`src/rtl/pad_attr_pkg.sv`:
```
// Shared types for the pad attribute sequencer.
//   pad_type_e : 2-bit pad flavour (value 3 is reserved)
//   pad_attr_t : {od_en, pull_sel, pull_en, invert}
//   cap_mask() : attribute bits a given pad flavour can actually implement
package pad_attr_pkg;

  localparam int unsigned AttrW = 4;

  typedef enum logic [1:0] {
    InputStd = 2'd0,
    BidirStd = 2'd1,
    AnalogIn = 2'd2
  } pad_type_e;

  typedef struct packed {
    logic od_en;
    logic pull_sel;
    logic pull_en;
    logic invert;
  } pad_attr_t;

  // Writable attribute bits per pad flavour; reserved encodings expose nothing.
  function automatic pad_attr_t cap_mask(pad_type_e t);
    pad_attr_t m;
    case (t)
      InputStd: m = pad_attr_t'(4'b0111);
      BidirStd: m = pad_attr_t'(4'b1111);
      default:  m = pad_attr_t'(4'b0000);
    endcase
    return m;
  endfunction

endpackage

```
`src/rtl/pad_attr_reg.sv`:
```
// Single pad attribute register with sticky lock.
//   clk_i, rst_ni : clock, async active-low reset
//   we_i          : commit data_i this cycle (ignored once locked)
//   lock_set_i    : lock the pad together with the commit
//   data_i        : attribute to commit
//   attr_o        : committed attribute, always within the capability mask
//   lock_o        : sticky lock status
module pad_attr_reg
  import pad_attr_pkg::*;
#(
  parameter pad_type_e        PadType   = BidirStd,
  parameter logic [AttrW-1:0] ResetAttr = '0
) (
  input  logic      clk_i,
  input  logic      rst_ni,
  input  logic      we_i,
  input  logic      lock_set_i,
  input  pad_attr_t data_i,
  output pad_attr_t attr_o,
  output logic      lock_o
);

  localparam pad_attr_t CapMask  = cap_mask(PadType);
  localparam pad_attr_t ResetVal = pad_attr_t'(ResetAttr & CapMask);

  pad_attr_t attr_q, attr_d;
  logic      lock_q, lock_d;

  // Next state: a locked pad never changes; the mask is reapplied locally.
  always_comb begin
    attr_d = attr_q;
    lock_d = lock_q;
    if (we_i && !lock_q) begin
      attr_d = pad_attr_t'(data_i & CapMask);
      lock_d = lock_set_i;
    end
  end

  always_ff @(posedge clk_i or negedge rst_ni) begin
    if (!rst_ni) begin
      attr_q <= ResetVal;
      lock_q <= 1'b0;
    end else begin
      attr_q <= attr_d;
      lock_q <= lock_d;
    end
  end

  assign attr_o = attr_q;
  assign lock_o = lock_q;

endmodule

```
`src/rtl/pad_attr_sequencer.sv`:
```
// Multi-pad attribute sequencer: accepts attribute writes over valid/ready,
// masks them by pad capability, commits, then holds off for a settle interval.
//   clk_i, rst_ni            : clock, async active-low reset
//   req_valid_i/req_ready_o  : write request handshake
//   req_pad_i/attr_i/lock_i  : target pad, requested attribute, lock-after-write
//   rsp_valid_o              : one-cycle response pulse
//   rsp_attr_o/err_o/masked_o: committed value, rejection, bits cleared by mask
//   attr_o                   : committed attributes, pad i at [i*AttrW +: AttrW]
//   lock_o                   : per-pad sticky locks
//   busy_o                   : settle interval in progress
module pad_attr_sequencer
  import pad_attr_pkg::*;
#(
  parameter int unsigned                NumPads      = 4,
  parameter int unsigned                SettleCycles = 3,
  parameter logic [NumPads-1:0][1:0]    PadTypes     = {NumPads{2'(BidirStd)}},
  parameter logic [AttrW-1:0]           ResetAttr    = '0,
  localparam int unsigned               PadIdxW      = (NumPads > 1) ? $clog2(NumPads) : 1
) (
  input  logic                       clk_i,
  input  logic                       rst_ni,
  input  logic                       req_valid_i,
  output logic                       req_ready_o,
  input  logic [PadIdxW-1:0]         req_pad_i,
  input  logic [AttrW-1:0]           req_attr_i,
  input  logic                       req_lock_i,
  output logic                       rsp_valid_o,
  output logic [AttrW-1:0]           rsp_attr_o,
  output logic                       rsp_err_o,
  output logic                       rsp_masked_o,
  output logic [NumPads*AttrW-1:0]   attr_o,
  output logic [NumPads-1:0]         lock_o,
  output logic                       busy_o
);

  localparam int unsigned CntW = 4;

  typedef enum logic {
    StIdle   = 1'b0,
    StSettle = 1'b1
  } state_e;

  state_e          state_q, state_d;
  logic [CntW-1:0] cnt_q, cnt_d;
  logic            ready_q, ready_d;
  logic            busy_q, busy_d;
  logic            rsp_valid_q, rsp_valid_d;
  logic            rsp_err_q, rsp_err_d;
  logic            rsp_masked_q, rsp_masked_d;
  pad_attr_t       rsp_attr_q, rsp_attr_d;

  logic [NumPads-1:0] lock_w;
  logic [NumPads-1:0] we;
  pad_attr_t          sel_mask;
  pad_attr_t          wdata;
  logic               sel_lock;
  logic               pad_ok;
  logic               accept;
  logic               commit;

  // Capability mask and lock of the addressed pad.
  always_comb begin
    sel_mask = '0;
    sel_lock = 1'b0;
    for (int unsigned i = 0; i < NumPads; i++) begin
      if (req_pad_i == PadIdxW'(i)) begin
        sel_mask = cap_mask(pad_type_e'(PadTypes[i]));
        sel_lock = lock_w[i];
      end
    end
  end

  assign pad_ok = 32'(req_pad_i) < NumPads;
  assign accept = req_valid_i && ready_q;
  assign commit = accept && pad_ok && !sel_lock;
  assign wdata  = pad_attr_t'(req_attr_i & sel_mask);

  // One-hot write enable toward the addressed pad register.
  always_comb begin
    we = '0;
    for (int unsigned i = 0; i < NumPads; i++) begin
      we[i] = commit && (req_pad_i == PadIdxW'(i));
    end
  end

  // Sequencer next-state and response generation.
  always_comb begin
    state_d      = state_q;
    cnt_d        = cnt_q;
    rsp_valid_d  = 1'b0;
    rsp_err_d    = 1'b0;
    rsp_masked_d = 1'b0;
    rsp_attr_d   = '0;
    case (state_q)
      StIdle: begin
        if (accept) begin
          rsp_valid_d = 1'b1;
          if (commit) begin
            rsp_attr_d   = wdata;
            rsp_masked_d = |(req_attr_i & ~sel_mask);
            if (SettleCycles != 0) begin
              state_d = StSettle;
              cnt_d   = CntW'(SettleCycles);
            end
          end else begin
            rsp_err_d = 1'b1;
          end
        end
      end
      StSettle: begin
        // Counter holds the remaining low-ready cycles including this one.
        if (cnt_q <= 4'd1) begin
          state_d = StIdle;
          cnt_d   = '0;
        end else begin
          cnt_d = cnt_q - 4'd1;
        end
      end
      default: begin
        state_d = StIdle;
        cnt_d   = '0;
      end
    endcase
    ready_d = (state_d == StIdle);
    busy_d  = (state_d == StSettle);
  end

  always_ff @(posedge clk_i or negedge rst_ni) begin
    if (!rst_ni) begin
      state_q      <= StIdle;
      cnt_q        <= '0;
      ready_q      <= 1'b1;
      busy_q       <= 1'b0;
      rsp_valid_q  <= 1'b0;
      rsp_err_q    <= 1'b0;
      rsp_masked_q <= 1'b0;
      rsp_attr_q   <= '0;
    end else begin
      state_q      <= state_d;
      cnt_q        <= cnt_d;
      ready_q      <= ready_d;
      busy_q       <= busy_d;
      rsp_valid_q  <= rsp_valid_d;
      rsp_err_q    <= rsp_err_d;
      rsp_masked_q <= rsp_masked_d;
      rsp_attr_q   <= rsp_attr_d;
    end
  end

  for (genvar g = 0; g < NumPads; g++) begin : g_pad
    pad_attr_t attr_g;
    pad_attr_reg #(
      .PadType   (pad_type_e'(PadTypes[g])),
      .ResetAttr (ResetAttr)
    ) u_reg (
      .clk_i      (clk_i),
      .rst_ni     (rst_ni),
      .we_i       (we[g]),
      .lock_set_i (req_lock_i),
      .data_i     (wdata),
      .attr_o     (attr_g),
      .lock_o     (lock_w[g])
    );
    assign attr_o[g*AttrW +: AttrW] = attr_g;
  end

  assign req_ready_o  = ready_q;
  assign busy_o       = busy_q;
  assign rsp_valid_o  = rsp_valid_q;
  assign rsp_err_o    = rsp_err_q;
  assign rsp_masked_o = rsp_masked_q;
  assign rsp_attr_o   = rsp_attr_q;
  assign lock_o       = lock_w;

  a_settle_range: assert property (@(posedge clk_i) SettleCycles <= 15);
  a_num_pads:     assert property (@(posedge clk_i) NumPads >= 1);
  a_req_stable:   assert property (@(posedge clk_i) disable iff (!rst_ni)
                    (req_valid_i && !req_ready_o) |=>
                    (req_valid_i && $stable(req_pad_i) && $stable(req_attr_i) && $stable(req_lock_i)));

endmodule

```
`config.mk`:
```
export PLATFORM = sky130hd
export DESIGN_NAME = pad_attr_sequencer
export DESIGN_NICKNAME = d
export VERILOG_FILES = /design/src/rtl/pad_attr_pkg.sv /design/src/rtl/pad_attr_reg.sv /design/src/rtl/pad_attr_sequencer.sv
export SDC_FILE = /design/constraint.sdc
export NUM_CORES = 1
export LEC_CHECK = 0
export ABC_AREA = 1
export CAP_MARGIN = 20
export CELL_PAD_IN_SITES_DETAIL_PLACEMENT = 0
export CELL_PAD_IN_SITES_GLOBAL_PLACEMENT = 1
export CORE_MARGIN = 2
export CORE_UTILIZATION = 35
export DETAILED_ROUTE_END_ITERATION = 16
export PLACE_DENSITY_LB_ADDON = 0.3
export REMOVE_ABC_BUFFERS = 1
export SYNTH_ARGS = -nofsm -noshare
export SYNTH_HDL_FRONTEND = slang
export SYNTH_SLANG_ARGS = --single-unit
```
`constraint.sdc`:
```
create_clock -name clk_i -period 2 [get_ports clk_i]
set_clock_uncertainty 0.2 [all_clocks]
set_input_delay 0.4 -clock clk_i [delete_from_list [all_inputs] [get_ports clk_i]]
set_output_delay 0.4 -clock clk_i [all_outputs]
set_load 0.02 [all_outputs]
```
==> impl_metrics.py <==
metrics = {
    "route": {
        "drt-total-wl_um": 3320,
        "route.detailed.drc": 0,
        "routedWlPerCell_um": 13.0,
        "viasPerCell": 4.62,
        "antenna_left": 0,
        "first_pass_iters": 4,
        "num_vias": 1182,
        "drt_iter0_drc": 42,
    },
    "hold_path": {
        "min_to": "g_pad[2].u_reg.attr_o[1]",
        "min_from": "g_pad[2].u_reg.attr_o[1]",
        "whs_path_depth": 2,
        "hold_class": "reg -> reg",
    },
    "yosys": {
        "synth_xor_area_share_pct": 0.595,
        "synth_area_mm2": 0.00147,
        "synthCells": 155,
        "synth_area_per_cell_um2": 9.49,
        "yosys.area_share.simple_pct": 28.9,
        "ys_ff_latch": 33,
        "ys_types": 22,
        "ys.warnings.count": 0,
        "synth_top_family_by_area": "simple AND/OR/NAND/NOR gates",
        "ys_seq_area_share_pct": 56.2,
        "synth_mux_area_share_pct": 0,
        "synth_compound_area_share_pct": 3.66,
        "yosys.area_share.adder_pct": 1.70,
    },
    "critical_path": {
        "slowest_stage": "clkdlybuf4s50_1",
        "critPathCaptureType": "output port",
        "path_delay_family": "buffers and inverters",
        "r2r-start": "req_ready_o",
        "max_stage_delay_ns": 0.62,
        "reg2reg_slack_ns": 0.38,
        "crit_arrival_ns": 1.29,
        "path_cells": "clkdlybuf4s50_1",
        "cp_max_fo": 3,
        "critical_path_class": "reg -> out",
        "reg2reg_to": "g_pad[3].u_reg.attr_o[3]",
        "critPathLaunchType": "flop",
        "cp.buffers_inverters": 1,
        "reg2regPathDepth": 5,
        "critPathRequiredTime_ns": 1.40,
    },
    "flow_run": {
        "cap_violations": 0,
    },
    "run_status": {
        "status": "finished, final reports clean",
    },
    "place": {
        "port_buffers": 38,
        "dpl_cell_area_mm2": 0.00197,
        "gp_congestion": 0.797,
        "place_hpwl_um": 2520,
    },
    "global_routing": {
        "grt_pass1_vias": 1223,
        "antenna_found_initial": 0,
        "overflow": 0,
        "busiest_layer": "met2",
        "globalRouteMet2Util_pct": 28.1,
        "met3_usage_pct": 5.19,
        "grt_start_max_net_pins": 34,
        "grt_pass1_wl_um": 5550,
        "grtUsageMet1_pct": 18.6,
        "grt_usage_pct": 16.4,
    },
    "layout": {
        "mostFrequentLayoutCell": "nand2_1",
        "stdcell_area_mm2": 0.00206,
        "insertedDiodeCount": 0,
        "most-common-layout-cells": "nand2_1 (41), clkdlybuf4s50_1 (36), dfrtp_1 (32)",
        "fill_cells": 394,
        "multi_input_area_um2": 526,
        "nets": 217,
        "seq_area_um2": 827,
        "syn2layout_area_growth_pct": 40.0,
        "drive_above_1_share_pct": 13.1,
    },
    "sta": {
        "fin_crit_ns": 1.89,
        "max_freq_ghz": 0.529,
        "period_share_pct": 94.4,
        "slew_viol_final": 0,
        "setup_viol": 0,
        "hold_viol_final": 0,
        "grt_setup_unrepaired": "no",
    },
    "floorplan": {
        "core_mm2": 0.00403,
        "die_y_um": 68.8,
        "rows": 23,
        "start_util_pct": 36.5,
        "die_area_mm2": 0.00474,
        "chipWidth_um": 68.8,
        "io_pins": 39,
    },
    "power": {
        "peakVddDrop_uv": 509,
        "p_total_mw": 2.17,
        "p_per_area_mw_per_mm2": 1050,
        "p_leak_nw": 1.02,
    },
    "clock_network": {
        "cts_max_level": 2,
        "clkSlewWorstSetupHoldPaths_ns": 0.07,
        "cts_buffers": 5,
        "cts_buffer_depth": 2,
        "numClockSinks": 33,
        "clock_latency_ns": 0.28,
        "tritoncts": "yes",
        "cts_root_buf": "clkbuf_8",
        "cts_hold_buf": 0,
    },
}
[per-stage QoR]
stage	hold slack, ns	setup WS [ns]	setup TNS (ns)	utilization [%]	instances
floorplan	-0.0956	0.0637	0	-	147
global placement	0.260	-0.103	-1.23	48.9	248
detailed placement	0.260	-0.148	-2.41	48.9	248
CTS	0.278	0.0167	0	50.8	256
global route	0.300	0.0158	0	51.1	256
finish	0.273	0.111	0	51.1	256
[flip-flops by register name (all words and copies together), names as in the netlist]
name and cells:
g_pad.u_reg.attr_o 16, cnt_q 4, g_pad.u_reg.lock_o 4, rsp_attr_o 4
busy_o 1, req_ready_o 1, rsp_err_o 1, rsp_masked_o 1
rsp_valid_o 1
[final cells by class]
cell class	count	share of cell area, %
well taps	50	3.04
flip-flops and latches	33	40.2
inverters	16	2.92
multi-input cells	98	25.5
repair buffers	51	24.5
clock buffers	8	3.89
[Yosys cell counts]
library cell	number	area share, %
nand2_2	1	0.43
conb_1	1	0.25
nor2_1	11	2.8
a21oi_2	1	0.60
o21ai_0	8	2.7
nor3_1	1	0.34
nand2_4	2	1.5
buf_12	1	1.4
ha_1	2	1.7
nand3_1	8	2.7
buf_4	5	2.6
nand2_1	41	10
nor2_4	1	0.77
nand3_4	2	2.4
nand4_1	16	6.8
buf_2	2	0.68
inv_1	16	4.1
xor2_1	1	0.60
dfrtp_1	32	54
dfstp_2	1	1.8
nand3_2	1	0.68
a21oi_1	1	0.34
[per-layer routing]
metal	share of wire, %	wire (µm)
met1	43	1440
met2	51	1700
met3	4.3	142
met4	1.2	40
met5	0	0
[power breakdown]
part | internal, mW | switching, mW
clock | 0.247 | 0.220
sequential | 0.818 | 0.0891
combinational | 0.357 | 0.440
[repair_timing]
action                     in CTS  in global routing
gates cloned                    0                  0
resized for setup               1                  3
setup buffers                   0                  0
setup endpoints to repair       1                  7
[cells by family after synthesis]
kind of cell | after synthesis
AOI/OAI and AO/OA | 10
xor gates and xnor gates | 1
adders and majority gates | 2
buffers and inverters | 24
DFF | 33
other | 1
and+or+nand+nor | 84
[worst register-to-register path, stage by stage (launching register included)]
cell	delay, ns
dfstp_2	0.53
nand2_1	0.07
inv_1	0.16
nand4_1	0.29
nand2_1	0.15
o21ai_0	0.08
[worst max path at each step]
stage / endpoint / slack [ns] / depth (start not counted) / startpoint
2_1_floorplan: g_pad[3].u_reg.attr_o[0] / 0.06 / 5 / req_ready_o
3_3_place_gp: g_pad[2].u_reg.attr_o[3] / -0.10 / 7 / req_pad_i[1]
3_5_place_dp: g_pad[2].u_reg.attr_o[1] / -0.15 / 7 / req_pad_i[1]
4_1_cts: busy_o / 0.02 / 1 / busy_o
5_1_grt: g_pad[2].u_reg.attr_o[1] / 0.02 / 8 / req_pad_i[0]
6_report: lock_o[0] / 0.11 / 1 / g_pad[0].u_reg.lock_o
(Power assumes the default switching activity.)
